<file path="src/rtl/eight_bit_multiplier.sv">
// Registered 8x8 integer multiplier: operand register, full-adder partial-product array, product register.
// Define MULT_SIGNED_EN for a two's-complement (Baugh-Wooley) array instead of the default unsigned one.

module full_adder (
    input  logic x,
    input  logic y,
    input  logic cin,
    output logic s,
    output logic cout
);
    assign s    = x ^ y ^ cin;
    assign cout = (x & y) | (x & cin) | (y & cin);
endmodule

module eight_bit_multiplier (
    input  logic        clk,
    input  logic        rst,
    input  logic        in_valid,
    input  logic [7:0]  a,
    input  logic [7:0]  b,
    output logic [15:0] out,
    output logic        out_valid
);
    // Handshake: in_valid qualifies a/b on the edge they are sampled; out_valid is high for
    // exactly one cycle per accepted pair, two edges later, with out valid in that same cycle.
    // There is no ready signal, so every pair is accepted and the consumer must take every result.

`ifdef MULT_SIGNED_EN
    // Extra row carries the Baugh-Wooley correction constants (2^8 + 2^15).
    localparam int ROWS = 9;
`else
    localparam int ROWS = 8;
`endif

    logic [7:0]             a_q;
    logic [7:0]             b_q;
    logic                   v1;
    logic [ROWS-1:0][15:0]  rows;
    logic [ROWS-1:0][15:0]  acc;
    logic [ROWS-1:1][15:0]  carry;
    logic [15:0]            product;

    always_comb begin
        rows = '0;
        for (int i = 0; i < 8; i++) begin
            for (int j = 0; j < 8; j++) begin
`ifdef MULT_SIGNED_EN
                // Cross terms between one sign bit and one magnitude bit are complemented.
                if ((i == 7) != (j == 7))
                    rows[i][i+j] = ~(a_q[j] & b_q[i]);
                else
                    rows[i][i+j] = a_q[j] & b_q[i];
`else
                rows[i][i+j] = a_q[j] & b_q[i];
`endif
            end
        end
`ifdef MULT_SIGNED_EN
        rows[8] = 16'h8100;
`endif
    end

    assign acc[0] = rows[0];

    // Each row is added into the running sum with a 16-bit ripple of full adders; the top bit
    // needs no carry-out because the result is taken modulo 2^16.
    for (genvar k = 1; k < ROWS; k++) begin : g_row
        assign carry[k][0] = 1'b0;
        for (genvar n = 0; n < 15; n++) begin : g_bit
            full_adder u_fa (
                .x    (acc[k-1][n]),
                .y    (rows[k][n]),
                .cin  (carry[k][n]),
                .s    (acc[k][n]),
                .cout (carry[k][n+1])
            );
        end
        assign acc[k][15] = acc[k-1][15] ^ rows[k][15] ^ carry[k][15];
    end

    assign product = acc[ROWS-1];

    always_ff @(posedge clk) begin
        if (rst) begin
            a_q       <= 8'h00;
            b_q       <= 8'h00;
            v1        <= 1'b0;
            out       <= 16'h0000;
            out_valid <= 1'b0;
        end else begin
            a_q       <= a;
            b_q       <= b;
            v1        <= in_valid;
            out_valid <= v1;
            if (v1)
                out <= product;
        end
    end
endmodule

</file>
<file path="config.mk">
export PLATFORM = sky130hd
export DESIGN_NAME = eight_bit_multiplier
export DESIGN_NICKNAME = d
export VERILOG_FILES = /design/src/rtl/eight_bit_multiplier.sv
export SDC_FILE = /design/constraint.sdc
export NUM_CORES = 1
export LEC_CHECK = 0
export ABC_AREA = 1
export CAP_MARGIN = 10
export CORE_MARGIN = 1.5
export CORE_UTILIZATION = 42
export CTS_CLUSTER_DIAMETER = 120
export CTS_CLUSTER_SIZE = 16
export DETAILED_ROUTE_END_ITERATION = 8
export GPL_ROUTABILITY_DRIVEN = 0
export PLACE_DENSITY = 0.7
export SETUP_SLACK_MARGIN = 0.4
export SKIP_LAST_GASP = 1
export SLEW_MARGIN = 10
export SYNTH_ARGS = -nofsm -noshare
export SYNTH_HDL_FRONTEND = slang
export SYNTH_SLANG_ARGS = --single-unit
</file>
<file path="constraint.sdc">
create_clock -name clk -period 18.2 [get_ports clk]
set_input_delay 2.73 -clock clk [delete_from_list [all_inputs] [get_ports clk]]
set_output_delay 2.73 -clock clk [all_outputs]
set_load 0.01 [all_outputs]
</file>
# Yosys cells after proc, flatten, opt, wreduce, memory -nomap -nowiden
# Index checks and enable logic that the tools add are counted.
# classes
bitwise	416
# op_table
operator	count
1-bit bitwise AND	216
1-bit XOR	104
1-bit bitwise OR	96
# totals
out_inout_bits	17
word_cells	421
reg_bits	34

# Longest topological paths before layout
# depth
depth_word	52
ltp_mapped	39
depth_no_buf	38

# Modules after synthesis
# A second synthesis with hierarchy kept.
# hier_totals
hier_cells	413
hier_area_um2	3873.7
# by_module_without_submodules
mod	area_each_um2	cells_per_inst	n_inst
full_adder	20.0	1	105
eight_bit_multiplier	1771.7	308	1

# Worst setup path before layout
# Ideal clock, no wire load.
# synth_path
kind	reg-to-reg
start	register a_q[1]
end	register out[14]
arrival_time_ps	9111
path_stages_with_launch	34
setup_ps	116
slack_ps	8973
required_ps	18084
cell_sequence	dfxtp_1 -> clkbuf_1 -> nand2_1 -> inv_1 -> ha_1 -> fa_1 -> inv_1 -> fa_1 -> inv_1 -> fa_1 -> fa_1 -> fa_1 -> inv_1 -> fa_1 -> inv_1 -> fa_1 -> inv_1 -> fa_1 -> inv_1 -> fa_1 -> fa_1 -> fa_1 -> fa_1 -> fa_1 -> fa_1 -> inv_1 -> fa_1 -> fa_1 -> fa_1 -> fa_1 -> fa_1 -> nand2_1 -> inv_1 -> nor2_1
# synth_between
elab_chain_len	50
word_cells_on_any_way	326
classes_between	326 x bitwise
# synth_lines
element	line	text
start: declaration	35	logic [7:0] a_q;
start signal: assignment	85	a_q <= 8'h00;
start signal: assignment	91	a_q <= a;
1-bit bitwise AND	54	rows[i][i+j] = a_q[j] & b_q[i];
1-bit bitwise AND (2 in series)	12	assign cout = (x & y) | (x & cin) | (y & cin);
1-bit bitwise OR (2 in series)	12	
1-bit bitwise AND	12	
1-bit bitwise OR (2 in series)	12	
1-bit bitwise AND	12	
1-bit bitwise OR (2 in series)	12	
1-bit bitwise AND	12	
[... 26 more ...]	n/a	
1-bit bitwise OR (2 in series)	12	
1-bit bitwise AND	12	
1-bit bitwise OR (2 in series)	12	
1-bit bitwise AND	12	
1-bit bitwise OR (2 in series)	12	
1-bit bitwise AND	12	
1-bit bitwise OR (2 in series)	12	
1-bit XOR *	11	assign s = x ^ y ^ cin;
end signal: assignment	96	out <= product;
end: declaration	21	output logic [15:0] out,
# Every way passes the cells marked *; elsewhere a longest branch is shown, timed or not.
# A chain may end at the register's enable or synchronous reset.

# Worst setup path in the final report
# Ends and elaborated chain as after synthesis.

==> impl_metrics.ini <==
[run_status]
status = completed

[sta]
worst_slew_pin_slew_ps = 917
timing.final.ws_setup_ps = 8730
drv_slew = 0
finalCritPeriodShare = 0.520
max_freq_mhz = 106
rsz0062_at_grt = no
setup_viol = 0
final.setup.tns_ps = 0
maxSlewHeadroom = 0.387
period_minus_slack_ps = 9470
hold_viol_final = 0
finClkSkew_ps = 4.28

[die]
die_w_um = 84.1
boundaryPins = 36
dieArea_mm2 = 0.00707
start_util = 0.435
core-area_mm2 = 0.00635
rows = 29
die_h_um = 84.1

[logic_synthesis]
synth.yosys.seq_area_share = 0.246
synthCells = 346
synth_cell_types = 14
synth_top_area_frac = 0.348
syn-mean-instance-area_um2 = 7.98
synth_top_area_cell = fa_1
synth_fp_nets = 421
synth_top_cells_by_area = fa_1 35%, dfxtp_1 25%, inv_1 13%
ys_ff_latch = 34
syn-cell-area_mm2 = 0.00276
synth_warnings = 0

[routing]
top_layer = met4
vias_per_cell = 4.26
wl_per_cell_um = 9.33
first_iter_violations = 42
drc_errors = 0
wl_met2_um = 2090
antenna_left = 0
met1_length_um = 1840
dr.pass1.iters = 4
route.met3.wl_um = 161
wl_um = 4140
num_vias = 1892

[clocking]
cts_buffer_depth = 2
cts-resized-gates = 0
insertion_delay_ps = 290
cts_tree = done
cts_hold_buf = 0
cts.sinks = 34
postCtsSetupRepairBufs = 0
cts.htree.levels = 2
path_clk_slew_ps = 70
cts_buffers = 5
cts_root_buf = clkbuf_8

[power_and_ir_drop]
leakage_nw = 1.81
power.total_uw = 174
powerDensity_mw_per_mm2 = 54.7
ir_drop_v = 0.0000269

[critical_path]
ff2ff_setup_slack_ps = 8730
critPathLaunchType = register
cp_top_family = adder cells
cp.arrival_ps = 9650
reg2regPathDepth = 32
worstPathBufferInverterCount = 9
max_stage_delay_ps = 550
crit_fanout = 8
reg2reg_from = a_q[1]
slowest_stage = fa_1
rr_endpoint = out[14]
path_class = reg -> reg
worst_path_most_repeated_cell = fa_1
crit_path_end_kind = register
cp.required_ps = 18380

[worst_hold_path]
hold_class = reg -> reg
min_path_cells = 2
holdPathEnd = out[11]
hp-start = out[11]

[final_layout]
regArea_um2 = 681
fin_nets = 442
n_antenna_cell = 0
drive_above_1_share = 0.0272
fillCellCount = 598
multi_input_area_mm2 = 0.00159
area_delta_synth_final_pct = 14.9

[global_route]
grt-ovfl-total = 0
first_global_vias = 2047
grt_usage = 0.146
antenna_found_initial = 0
grt_max_degree = 25
grt_pass1_wl_um = 8340

[place]
dp_slack_ps = 8670
hpwl_um = 3520
numPortBuffers = 35

[run]
drv_cap = 0
[logic make-up (layout without fill, tap and decap cells)]
family | Yosys count | after routing | synth area share
adders and majority gates | 56 | 56 | 0.384
and+or+nand+nor | 129 | 129 | 0.179
buffers and inverters | 119 | 140 | 0.176
AOI/OAI and AO/OA | 8 | 8 | 0.0145
DFF | 34 | 34 | 0.246
[report_power, final]
group          switching [mW]  internal (mW)  leakage [nW]
Clock                  0.0269         0.0256        0.0438
Sequential            0.00604         0.0789         0.282
Combinational          0.0179         0.0182          1.49
[sequential cells by signal, summed over array words and instances (netlist names)]
register   flops
out_valid      1
b_q            8
a_q            8
out           16
v1             1
[metrics by stage]
step / area [um2] / hold WS, ps / instances / util
floorplan: 2760 / 492 / 346 / -
CTS: 3170 / 474 / 444 / 0.500
finish: 3170 / 472 / 444 / 0.500
global placement: 3090 / 462 / 437 / 0.487
global route: 3170 / 505 / 444 / 0.500
detailed placement: 3090 / 464 / 437 / 0.487
[cells in the mapped netlist (all sizes together)]
cell    instances
clkbuf         13
nand3           1
nor2           47
inv            98
o21ai           8
ha              8
nand2          81
buf             8
fa             48
dfxtp          34
[worst reg2reg max path, delay by kind of cell (launching register included)]
family	cells	cell delay, ps
flip-flops	1	390
buffers and inverters	9	540
AND/OR/NAND/NOR	3	190
adder cells (fa/ha/maj)	20	8230
[how the worst max path moves through the flow]
stage,startpoint,slack (ps),depth (start not counted),end
final,a_q[1],8730,32,out[14]
after global routing,a_q[1],8190,32,out[14]
after CTS,a_q[1],8660,28,out[14]
after detailed placement,a_q[1],8670,28,out[14]
after global placement,a_q[1],8840,32,out[14]
after floorplan,a_q[1],8970,33,out[14]
[cell type report]
| cell class | count | area share |
|---|---|---|
| inverter | 98 | 0.118 |
| clock inverter | 2 | 0.00315 |
| clock buffer | 5 | 0.0217 |
| sequential | 34 | 0.215 |
| timing repair buffer | 35 | 0.110 |
| tap | 77 | 0.0304 |
| multi-input combinational | 193 | 0.502 |
[cells in the final DEF (no fill, tap or decap)]
cell,netlist,layout
inv_2,1,1
ha_1,8,8
clkinv_2,0,2
inv_1,96,96
dfxtp_1,34,34
nand2_1,81,81
o21ai_0,8,8
nor2_1,46,46
clkbuf_8,0,5
inv_6,1,1
nor2_4,1,1
fa_1,48,48
clkdlybuf4s50_1,0,35
nand3_1,1,1
[per-layer routing]
layer | vias up | track usage
met1 | 873 | 0.166
met2 | 34 | 0.268
met4 | 0 | 0.0417
li1 | 980 | -
met5 | - | 0
met3 | 5 | 0.0366
No activity file was read; power rests on OpenSTA's default activity.
